[config.mk]
export PLATFORM = sky130hd
export DESIGN_NAME = ctrl_unit_flat
export DESIGN_NICKNAME = d
export VERILOG_FILES = /design/src/rtl/ctrl_pkg.sv /design/src/rtl/ctrl_if.sv /design/src/rtl/ctrl_decode.sv /design/src/rtl/ctrl_unit.sv /design/src/flat_wrapper.sv
export SDC_FILE = /design/constraint.sdc
export NUM_CORES = 1
export LEC_CHECK = 0
export BUFFER_PORTS_ARGS = -buffer_cell sky130_fd_sc_hd__buf_4
export CAP_MARGIN = 20
export CORE_MARGIN = 1.5
export CORE_UTILIZATION = 39
export CTS_CLUSTER_DIAMETER = 60
export CTS_CLUSTER_SIZE = 14
export DETAILED_ROUTE_END_ITERATION = 8
export PLACE_DENSITY = 0.74
export SYNTH_ARGS = -nofsm -noshare
export SYNTH_HDL_FRONTEND = slang
export SYNTH_SLANG_ARGS = --single-unit
[constraint.sdc]
create_clock -name clk -period 0.9 [get_ports clk]
set_input_delay 0.045 -clock clk [delete_from_list [all_inputs] [get_ports clk]]
set_output_delay 0.045 -clock clk [all_outputs]
set_load 0.01 [all_outputs]
[src/rtl/ctrl_pkg.sv]
// ctrl_pkg: shared definitions for the 4-bit CPU instruction sequencer.
//   - default address/instruction widths
//   - opcode and sequencer state enumerations
//   - ALU operation encodings
//   - strobe bundle passed from the decoder to the sequencer
package ctrl_pkg;

    localparam int AW_DEF = 4;
    localparam int IW_DEF = 8;

    typedef enum logic [3:0] {
        OP_NOP  = 4'h0,
        OP_LDI  = 4'h1,
        OP_ADDI = 4'h2,
        OP_SUBI = 4'h3,
        OP_OUT  = 4'h4,
        OP_JMP  = 4'h5,
        OP_JC   = 4'h6,
        OP_JZ   = 4'h7,
        OP_HLT  = 4'hF
    } opcode_t;

    typedef enum logic [1:0] {
        ST_FETCH = 2'd0,
        ST_EXEC  = 2'd1,
        ST_HALT  = 2'd2
    } state_t;

    localparam logic [1:0] ALU_PASS = 2'b00;
    localparam logic [1:0] ALU_ADD  = 2'b01;
    localparam logic [1:0] ALU_SUB  = 2'b10;

    // Everything the decoder produces for one EXEC cycle.
    typedef struct packed {
        logic       pc_en;
        logic       jump;
        logic       acc_we;
        logic [1:0] alu_op;
        logic       out_we;
        logic       flag_ld_alu;  // flags take alu_carry/alu_zero
        logic       flag_ld_imm;  // flags take (imm==0, carry=0)
        logic       halt_req;     // leave EXEC for HALT
    } strobes_t;

endpackage

[src/rtl/ctrl_if.sv]
// ctrl_if: bundle between the sequencer and the rest of the core.
//   instr               ROM word for the current program counter
//   alu_carry/alu_zero  ALU status for the operation currently strobed
//   pc_en/jump/target   program counter control
//   acc_we/alu_op/imm   accumulator / ALU control
//   out_we              output-port write strobe
//   halted              core stopped
// Modports: master = sequencer side, slave = datapath side.
interface ctrl_if #(
    parameter int AW = ctrl_pkg::AW_DEF,
    parameter int IW = ctrl_pkg::IW_DEF
) ();

    logic [IW-1:0] instr;
    logic          alu_carry;
    logic          alu_zero;
    logic          pc_en;
    logic          jump;
    logic [AW-1:0] target;
    logic          acc_we;
    logic [1:0]    alu_op;
    logic [AW-1:0] imm;
    logic          out_we;
    logic          halted;

    modport master (
        input  instr, alu_carry, alu_zero,
        output pc_en, jump, target, acc_we, alu_op, imm, out_we, halted
    );

    modport slave (
        output instr, alu_carry, alu_zero,
        input  pc_en, jump, target, acc_we, alu_op, imm, out_we, halted
    );

endinterface

[src/rtl/ctrl_decode.sv]
// ctrl_decode: purely combinational instruction decode.
//   exec   sequencer is in EXEC (all strobes are gated by it)
//   ir     latched instruction word
//   carry  carry flag as held at the start of EXEC
//   zero   zero flag as held at the start of EXEC
//   st     strobe bundle for this cycle
// Build option CTRL_COND_JUMP_EN: when defined, JC/JZ branch on the flags;
// when undefined, opcodes 0x6/0x7 decode as NOP.
module ctrl_decode
    import ctrl_pkg::*;
#(
    parameter int AW = AW_DEF,
    parameter int IW = IW_DEF
) (
    input  logic          exec,
    input  logic [IW-1:0] ir,
    input  logic          carry,
    input  logic          zero,
    output strobes_t      st
);

    logic [3:0] op;

    assign op = ir[IW-1:AW];

    always_comb begin
        st = '0;
        if (exec) begin
            st.pc_en = 1'b1;
            case (op)
                OP_LDI: begin
                    st.acc_we      = 1'b1;
                    st.alu_op      = ALU_PASS;
                    st.flag_ld_imm = 1'b1;
                end
                OP_ADDI: begin
                    st.acc_we      = 1'b1;
                    st.alu_op      = ALU_ADD;
                    st.flag_ld_alu = 1'b1;
                end
                OP_SUBI: begin
                    st.acc_we      = 1'b1;
                    st.alu_op      = ALU_SUB;
                    st.flag_ld_alu = 1'b1;
                end
                OP_OUT: st.out_we = 1'b1;
                OP_JMP: st.jump   = 1'b1;
`ifdef CTRL_COND_JUMP_EN
                OP_JC:  st.jump   = carry;
                OP_JZ:  st.jump   = zero;
`endif
                OP_HLT: begin
                    // PC must stay on the HLT address.
                    st.pc_en    = 1'b0;
                    st.halt_req = 1'b1;
                end
                default: ;  // NOP, unused opcodes
            endcase
        end
    end

`ifndef CTRL_COND_JUMP_EN
    // Flags are unused by the decode in this build.
    logic unused_flags;
    assign unused_flags = carry ^ zero;
`endif

endmodule

[src/rtl/ctrl_unit.sv]
// ctrl_unit: two-cycle FETCH/EXEC instruction sequencer for the 4-bit core.
//   clk   clock, rising edge
//   nrst  synchronous active-low reset
//   bus   ctrl_if master: instr/alu status in, PC/ALU/port strobes out
// Owns the state register, instruction register (ir) and carry/zero flags;
// strobe decode lives in ctrl_decode. All outputs are decoded from
// registered state only (no combinational path from instr).
// Build option CTRL_COND_JUMP_EN enables the JC/JZ conditional jumps.
module ctrl_unit
    import ctrl_pkg::*;
#(
    parameter int AW = AW_DEF,
    parameter int IW = IW_DEF
) (
    input  logic  clk,
    input  logic  nrst,
    ctrl_if.master bus
);

    state_t        state_q, state_d;
    logic [IW-1:0] ir_q;
    logic          carry_q;
    logic          zero_q;
    logic          exec;
    strobes_t      st;

    assign exec = (state_q == ST_EXEC);

    ctrl_decode #(
        .AW (AW),
        .IW (IW)
    ) u_decode (
        .exec  (exec),
        .ir    (ir_q),
        .carry (carry_q),
        .zero  (zero_q),
        .st    (st)
    );

    always_ff @(posedge clk) begin
        if (!nrst) begin
            state_q <= ST_FETCH;
        end else begin
            state_q <= state_d;
        end
    end

    always_comb begin
        state_d = state_q;
        case (state_q)
            ST_FETCH: state_d = ST_EXEC;
            ST_EXEC:  state_d = st.halt_req ? ST_HALT : ST_FETCH;
            ST_HALT:  state_d = ST_HALT;
            default:  state_d = ST_FETCH;
        endcase
    end

    always_ff @(posedge clk) begin
        if (!nrst) begin
            ir_q <= '0;
        end else if (state_q == ST_FETCH) begin
            ir_q <= bus.instr;
        end
    end

    // Flags change only at the end of EXEC; reset wins, so a pending
    // update is dropped when nrst is low on that edge.
    always_ff @(posedge clk) begin
        if (!nrst) begin
            carry_q <= 1'b0;
            zero_q  <= 1'b0;
        end else if (st.flag_ld_alu) begin
            carry_q <= bus.alu_carry;
            zero_q  <= bus.alu_zero;
        end else if (st.flag_ld_imm) begin
            carry_q <= 1'b0;
            zero_q  <= (ir_q[AW-1:0] == '0);
        end
    end

    assign bus.pc_en  = st.pc_en;
    assign bus.jump   = st.jump;
    assign bus.acc_we = st.acc_we;
    assign bus.alu_op = st.alu_op;
    assign bus.out_we = st.out_we;
    assign bus.target = ir_q[AW-1:0];
    assign bus.imm    = ir_q[AW-1:0];
    assign bus.halted = (state_q == ST_HALT);

endmodule

[src/flat_wrapper.sv]
// flat-port wrapper written by rule: the top's interface ports become plain ports
module ctrl_unit_flat import ctrl_pkg::*;
#(
    parameter int AW = AW_DEF,
    parameter int IW = IW_DEF
)
  (clk, nrst, bus_instr, bus_alu_carry, bus_alu_zero, bus_pc_en, bus_jump, bus_target, bus_acc_we, bus_alu_op, bus_imm, bus_out_we, bus_halted);
  ctrl_if #(.AW(AW), .IW(IW)) bus_i ();
  input  logic clk;
  input  logic nrst;
  input wire logic [$bits(bus_i.instr)-1:0] bus_instr;
  input wire logic [$bits(bus_i.alu_carry)-1:0] bus_alu_carry;
  input wire logic [$bits(bus_i.alu_zero)-1:0] bus_alu_zero;
  output wire logic [$bits(bus_i.pc_en)-1:0] bus_pc_en;
  output wire logic [$bits(bus_i.jump)-1:0] bus_jump;
  output wire logic [$bits(bus_i.target)-1:0] bus_target;
  output wire logic [$bits(bus_i.acc_we)-1:0] bus_acc_we;
  output wire logic [$bits(bus_i.alu_op)-1:0] bus_alu_op;
  output wire logic [$bits(bus_i.imm)-1:0] bus_imm;
  output wire logic [$bits(bus_i.out_we)-1:0] bus_out_we;
  output wire logic [$bits(bus_i.halted)-1:0] bus_halted;
  assign bus_i.instr = bus_instr;
  assign bus_i.alu_carry = bus_alu_carry;
  assign bus_i.alu_zero = bus_alu_zero;
  assign bus_pc_en = bus_i.pc_en;
  assign bus_jump = bus_i.jump;
  assign bus_target = bus_i.target;
  assign bus_acc_we = bus_i.acc_we;
  assign bus_alu_op = bus_i.alu_op;
  assign bus_imm = bus_i.imm;
  assign bus_out_we = bus_i.out_we;
  assign bus_halted = bus_i.halted;
  ctrl_unit #(.AW(AW), .IW(IW)) u_core (.clk(clk), .nrst(nrst), .bus(bus_i));
endmodule
Word level (Yosys, flattened, before mapping):

Cells that the tools add are included.

* add/sub/neg operators: 0
* multiply operators: 0
* div/mod/pow operators: 0
* order comparisons: 0
* equal/unequal tests: 8
* shifts and indexed selects: 0
* multiplexer cells: 10
* bitwise operators: 0
* reduce and logical (&&, ||, !) cells: 2

Operators by type and width (number)
* 9-bit 2-to-1 mux: 1
* 3-bit one-hot mux with 3 select lines: 1
* 4-bit by 2-bit equality test with 1-bit output (second input constant): 2
* 4-bit by 3-bit equality test with 1-bit output (second input constant): 2
* 1-bit 2-to-1 mux: 6
* 2-bit one-hot mux with 3 select lines: 1
* 4-bit by 1-bit equality test with 1-bit output (second input constant): 1
* 4-bit equality test (second input constant): 1
* 2-bit by 1-bit equality test with 1-bit output (second input constant): 1
* 2-bit equality test (second input constant): 1
* 2-bit zero test: 1
* 2-bit 2-to-1 mux: 1
* 2-bit OR reduction: 1

* register bits after elaboration: 10
* bits in latches: 0
* bits in writable memories: 0
* ROM bits: 0
* input bits: 12
* output and inout bits: 15
* logic and storage cells: 22
* memories kept: 0

Longest topological paths before layout:

Gate-level depths: netlist of the first run.

* word-level depth: 6
* depth in mapped cells: 4
* mapped depth without buffers: 2

By module:

A second synthesis of the first run with hierarchy kept.

* cells, all modules: 78
* area, all modules: 668.1 um^2

Modules (own cells, without submodules)
* ctrl_unit: instances 1, cells an instance 61, area each 574.3 um^2, sequential area each 240.2 um^2
* ctrl_decode: instances 1, cells an instance 17, area each 93.8 um^2, sequential area each 0.0 um^2

Worst setup path before layout of the first run:

Ideal clock, no wire load.

* path kind: register to register
* from: register u_core.state_q[1]
* to: register u_core.ir_q[0]
* arrival: 0.877 ns
* required time: 0.830 ns
* setup slack: -0.047 ns
* stages on the path, launching flop included: 4
* buffers on the path: 1
* path through: dfxtp_1 > buf_6 > or3b_1 > a21boi_1

* word-level cells in the longest chain between the ends: 1

RTL lines
* start: declaration: RTL line ctrl_unit.sv:20 `state_t state_q, state_d;`
* start signal: assignment: RTL line ctrl_unit.sv:44 `state_q <= state_d;`
* 2-bit zero test: RTL line ctrl_unit.sv:61 `end else if (state_q == ST_FETCH) begin`
* end signal: assignment: RTL line ctrl_unit.sv:62 `ir_q <= bus.instr;`
* end: declaration: RTL line ctrl_unit.sv:21 `logic [IW-1:0] ir_q;`

Every way passes these cells.
A chain may end at the register's enable or synchronous reset.

Worst setup path after layout of the first run:

* from: register u_core.state_q[1]
* to: output port bus_jump

* word-level cells in the longest chain between the ends: 2

RTL lines
* 2-bit by 1-bit equality test with 1-bit output: RTL line ctrl_unit.sv:27 `assign exec = (state_q == ST_EXEC);`
* 9-bit 2-to-1 mux: RTL line ctrl_decode.sv:28 `if (exec) begin`
* end: declaration: RTL line flat_wrapper.sv:15 `output wire logic [$bits(bus_i.jump)-1:0] bus_jump;`

Every way passes these cells.

==> impl_metrics.py, run 1 <==
metrics = {
    "hold_path": {
        "holdPathStages": 2,
        "min_from": "nrst",
        "holdPathEnd": "u_core.state_q[1]",
        "min_path_type": "in2reg",
    },
    "critical_path": {
        "cp.arrival_ns": 1.13,
        "critPathLaunchType": "flop",
        "rr_worst_depth": 4,
        "reg2reg_to": "u_core.ir_q[4]",
        "crit_type": "reg2out",
        "timing.rr.start": "u_core.state_q[1]",
        "required_ns": 0.85,
        "regToRegSetupSlack_ns": -0.22,
        "path_max_fanout": 4,
        "cp-end-kind": "output pin",
    },
    "global_routing": {
        "antenna_found_initial": 0,
        "grt_pass1_vias": 497,
        "grtUsageTotal_pct": 17.22,
        "grt_pass1_wl_microns": 1890,
        "overflow": 0,
        "grt_max_degree": 12,
    },
    "power_and_ir_drop": {
        "ir_drop_mv": 0.8029,
        "power_mw": 1.029,
        "power_density_mw_per_mm2": 1157,
        "p_leak_nw": 0.3784,
    },
    "detailed_routing": {
        "drt_iter0_drc": 2,
        "drt-wirelength-per-cell_microns": 11.64,
        "totalWireLength_microns": 1211,
        "drc": 0,
        "antenna_left": 0,
        "drt_first_pass_iters": 2,
        "num_vias": 537,
        "viasPerCell": 5.163,
    },
    "cells_and_area": {
        "stdcell_count": 104,
        "n_antenna_cell": 0,
        "nNetsFinal": 103,
        "area_delta_synth_final_pct": 55.58,
        "drive_above_1_share_pct": 59.55,
        "fillers": 124,
    },
    "clock_tree": {
        "numCtsBuffers": 3,
        "cts_sinks": 10,
        "path_clk_slew_ns": 0.06,
        "ctsHoldBuffers": 0,
        "root_buffer": "clkbuf_4",
        "cts_tree": "done",
        "clkLatencyLatePin_ns": 0.26,
        "cts-htree-levels": 1,
        "ctsLongestPathBuffers": 2,
    },
    "timing": {
        "rsz0062_at_grt": "true",
        "min_period_over_period_pct": 130.6,
        "maxSlewViolCount": 0,
        "fmax_mhz": 850.5,
        "slew_headroom_pct": 86.36,
        "whs_ns": 0.07203,
        "fin_crit_ns": 1.176,
        "layout_setup_ws_ns": -0.2758,
        "setup_viol": 16,
        "skew_ns": 0.004020,
        "worst_pin_slew_ns": 0.2030,
        "hold_violations": 0,
    },
    "logic_synthesis": {
        "synth_cells": 63,
        "synth_cell_types": 20,
        "synth_edf_count": 0,
        "synth_area_sq_um": 571.8,
        "ys.flop_type": "dfxtp_1",
        "synth_top_cell_by_area": "dfxtp_1",
        "synth_most_common_cell": "dfxtp_1",
        "yosysSeqAreaShare_pct": 35.01,
        "syn-num-nets": 75,
        "ys_warn_count": 0,
        "ys_seq_elements": 10,
        "avgSynthCellArea_sq_um": 9.076,
        "synth_top_area_share_pct": 35.01,
        "async_flop_share_pct": 0,
        "synth_area_leaders": "dfxtp_1 (35%), or3b_1 (12%), a21boi_1 (11%)",
        "ys_top_cells_by_count": "dfxtp_1 (10), a21boi_1 (8), buf_4 (8), or3b_1 (8), o21ai_1 (6)",
    },
    "placement": {
        "finalWeightedCongestion": 0.7205,
        "portBuffers": 24,
        "dpl.hpwl_microns": 854.1,
        "place_ws_ns": -0.1464,
        "place_inst": 98,
    },
    "die": {
        "die_y_microns": 41.29,
        "initial_core_util_pct": 42.87,
        "core_area_sq_mm": 0.001334,
        "num_rows": 13,
        "die_area_sq_mm": 0.001705,
        "design.portCount": 27,
        "fp.dieW_microns": 41.29,
    },
    "outcome": {
        "violations": "setup timing",
        "status": "complete, but fails checks",
    },
    "flow_run": {
        "cap_violations": 0,
    },
}
what timing repair did:
action | in CTS | in global routing
buffers inserted | 3 | 0
pin swaps | 16 | 6
endpoints found under the setup margin | 16 | 17
gates resized for setup | 22 | 1
metrics by stage:
| stage | TNS [ns] | utilization, % | area, sq um |
|---|---|---|---|
| finish | -3.154 | 66.70 | 889.6 |
| global route | -4.173 | 66.70 | 889.6 |
| CTS | -3.297 | 66.04 | 880.8 |
| detailed placement | -1.393 | 56.00 | 747.0 |
| global placement | -1.104 | 56.00 | 747.0 |
| floorplan | -0.5015 | - | 576.8 |
report_power, final:
part	leakage, nW	switching, mW	internal (mW)	total (mW)
clock	0.0138	0.139	0.154	0.293
combinational	0.279	0.0858	0.142	0.227
sequential	0.0856	0.0394	0.469	0.509
layout by cell type (no fill, tap or decap), drive strengths merged, types with 2 or more instances in the layout:
cell type,instances
clkbuf,3
or3b,8
nor3b,2
dfxtp,10
o21ai,8
nand2b,2
buf,36
nor2b,2
a21boi,8
nor4,3
logic make-up (layout without fill, tap and decap cells):
kind of cell | Yosys count | count (layout) | share of synthesized area [%]
buffers and inverters | 13 | 39 | 16.85
AND/OR/NAND/NOR | 23 | 23 | 29.10
flip-flops | 10 | 10 | 35.01
AO/OA/AOI/OAI | 17 | 17 | 19.04
registers in the layout, indices dropped and copies added, names as in the netlist:
register and flops:
u_core.ir_q 8, u_core.state_q 2
cell type report:
class	count	area, sq um	area share [%]
multi-input cells	40	344.1	38.68
repair buffers	36	289.0	32.49
flip-flops and latches	10	215.2	24.19
clock buffers	3	22.52	2.532
well taps	15	18.77	2.110
routing by layer:
metal	up-vias	track usage (%)	routed length [microns]
met5	-	0	0
met4	0	7.258	21
met3	4	4.787	67
met2	15	35.16	657
met1	247	15.26	464
li1	271	-	-
worst max-delay path, stage by stage (launching register included):
cell and delay, ns:
dfxtp_2 0.33, nand4bb_4 0.22, nor3b_2 0.18, buf_4 0.14
how the worst max path moves through the flow:
stage / start / to / slack, ns / cells after the start
2_1_floorplan: u_core.state_q[1] / u_core.ir_q[0] / -0.05 / 3
3_3_place_gp: u_core.state_q[0] / u_core.ir_q[3] / -0.12 / 3
3_5_place_dp: u_core.state_q[0] / u_core.ir_q[0] / -0.15 / 3
4_1_cts: u_core.state_q[1] / bus_jump / -0.29 / 3
5_1_grt: u_core.ir_q[5] / bus_alu_op[1] / -0.33 / 3
6_report: u_core.state_q[1] / bus_jump / -0.28 / 3
Note: power is estimated with default switching activity, not from simulation.
==> run 2, diff against run 1 <==
--- a/config.mk
+++ b/config.mk
@@ -8,11 +8,11 @@
 export BUFFER_PORTS_ARGS = -buffer_cell sky130_fd_sc_hd__buf_4
 export CAP_MARGIN = 20
 export CORE_MARGIN = 1.5
-export CORE_UTILIZATION = 39
+export CORE_UTILIZATION = 40
 export CTS_CLUSTER_DIAMETER = 60
 export CTS_CLUSTER_SIZE = 14
 export DETAILED_ROUTE_END_ITERATION = 8
-export PLACE_DENSITY = 0.74
+export PLACE_DENSITY = 0.72
 export SYNTH_ARGS = -nofsm -noshare
 export SYNTH_HDL_FRONTEND = slang
 export SYNTH_SLANG_ARGS = --single-unit
==> constraint.sdc (replaced) <==
create_clock -name clk -period 1.3 [get_ports clk]
set_input_delay 0.065 -clock clk [delete_from_list [all_inputs] [get_ports clk]]
set_output_delay 0.065 -clock clk [all_outputs]
set_load 0.01 [all_outputs]
==> impl_metrics.py, run 2 (same netlist as run 1, synthesis figures left out) <==
metrics = {
    "outcome": {
        "status": "complete, no violations",
    },
    "flow_run": {
        "cap_violations": 0,
    },
    "die": {
        "fp.dieW_microns": 40.81,
        "core_area_sq_mm": 0.001318,
        "num_rows": 13,
        "design.portCount": 27,
        "die_area_sq_mm": 0.001665,
        "die_y_microns": 40.81,
        "initial_core_util_pct": 43.40,
    },
    "clock_tree": {
        "cts-htree-levels": 1,
        "root_buffer": "clkbuf_4",
        "path_clk_slew_ns": 0.06,
        "cts_tree": "done",
        "clkLatencyLatePin_ns": 0.26,
        "ctsHoldBuffers": 0,
        "cts_sinks": 10,
        "ctsLongestPathBuffers": 2,
        "numCtsBuffers": 3,
    },
    "cells_and_area": {
        "largest-register": "u_core.ir_q",
        "fillers": 135,
        "layout_common_cells": "buf_4 (28), or3b_1 (8), a21boi_1 (8)",
        "regArea_sq_um": 205.2,
        "multiInputGateArea_sq_um": 330.3,
        "final_common_cell": "buf_4",
        "n_antenna_cell": 0,
        "reg.largest.list": "u_core.ir_q (8), u_core.state_q (2)",
        "drive_above_1_share_pct": 54.22,
        "largest_reg_flops": 8,
        "stdcell_count": 98,
        "nNetsFinal": 96,
        "area_delta_synth_final_pct": 42.01,
    },
    "global_routing": {
        "grt_pass1_vias": 398,
        "grt_pass1_wl_microns": 1600,
        "grtUsageTotal_pct": 15.17,
        "overflow": 0,
        "antenna_found_initial": 0,
        "grt_max_degree": 14,
    },
    "timing": {
        "maxSlewViolCount": 0,
        "slew_headroom_pct": 84.94,
        "skew_ns": 0.004439,
        "fin_crit_ns": 1.249,
        "fmax_mhz": 800.5,
        "min_period_over_period_pct": 96.10,
        "setup_viol": 0,
        "worst_pin_slew_ns": 0.2240,
        "hold_violations": 0,
    },
    "power_and_ir_drop": {
        "ir_drop_mv": 0.6344,
        "p_clk_share_pct": 35.8,
        "power_density_mw_per_mm2": 943.5,
        "seqPwrFrac_pct": 45.7,
        "combPwrFrac_pct": 18.5,
        "power_mw": 0.7662,
        "p_sw_share_pct": 24.06,
        "p_leak_nw": 0.3423,
        "switchingPower_mw": 0.1843,
        "power.internal_mw": 0.5818,
    },
    "placement": {
        "finalWeightedCongestion": 0.6492,
        "place_inst": 93,
        "portBuffers": 24,
    },
    "detailed_routing": {
        "drt_first_pass_iters": 3,
        "drt-wirelength-per-cell_microns": 11.69,
        "drt_iter0_drc": 4,
        "totalWireLength_microns": 1146,
        "drc": 0,
        "num_vias": 507,
        "viasPerCell": 5.173,
        "antenna_left": 0,
    },
    "critical_path": {
        "path_max_fanout": 4,
        "cp.arrival_ns": 1.18,
        "cp-end-kind": "output pin",
        "critPathLaunchType": "flop",
        "crit_type": "reg2out",
        "required_ns": 1.24,
    },
    "hold_path": {
        "min_path_type": "in2reg",
    },
}
## run 2: cell count changes in the layout (fill, tap and decap cells not counted), moves of 2 or more
| cell | before | now |
|---|---|---|
| dfxtp_1 | 4 | 6 |
| buf_4 | 32 | 28 |
| dfxtp_4 | 3 | 0 |
| buf_6 | 3 | 1 |
## run 2: through the flow
step                utilization [%]  setup TNS, ns  worst slack (ns)  cell area, sq um  hold slack (ns)
floorplan                         -              0            0.3390             571.8           0.2245
global placement              53.47              0            0.2547             704.4           0.3577
detailed placement            53.47              0            0.2348             704.4           0.3622
CTS                           56.22              0           0.01127             740.7          0.08804
global route                  61.63       -0.05998          -0.03823             812.0          0.09192
finish                        61.63              0           0.05074             812.0          0.08768
## run 2: power groups by stage
stage,combinational [mW],clock [mW],sequential (mW)
2_1_floorplan,0.0895,0,0.347
3_3_place_gp,0.125,0,0.350
3_5_place_dp,0.127,0,0.351
4_1_cts,0.127,0.284,0.344
5_1_grt,0.157,0.306,0.353
6_report,0.142,0.274,0.350
## run 2: metal layers
metal	part of all wire, %	global-route usage [%]	vias up
met5	0	0	-
met4	0	10.00	0
met3	5.8	5.435	0
met2	54	25.00	16
met1	40	16.01	234
li1	-	-	257
## run 2: repair_timing
item,4_1_cts,5_1_grt
pin swaps,3,1
resized for setup,0,13
buffers inserted,0,1
setup endpoints to repair,3,6
## run 2: cell type report
type | instances | area share (%)
Clock buffer | 4 | 4.468
Multi-Input combinational cell | 40 | 40.68
Sequential cell | 10 | 25.27
Tap cell | 15 | 2.311
Timing Repair Buffer | 29 | 27.27
## run 2: path summary, 6_finish.rpt
path	from	end	slack, ns	cells past startpoint
worst max-delay path	u_core.state_q[1]	bus_jump	0.05	3
worst min-delay path	nrst	u_core.state_q[1]	0.09	2
worst max register to register	u_core.state_q[0]	u_core.ir_q[7]	0.19	4
worst min register to register	u_core.ir_q[0]	u_core.ir_q[0]	0.49	2
## run 2: critical path, cell delays in order, from the launching register on
cell	delay, ns
dfxtp_1	0.34
nand4bb_4	0.25
nor3b_2	0.20
buf_4	0.14
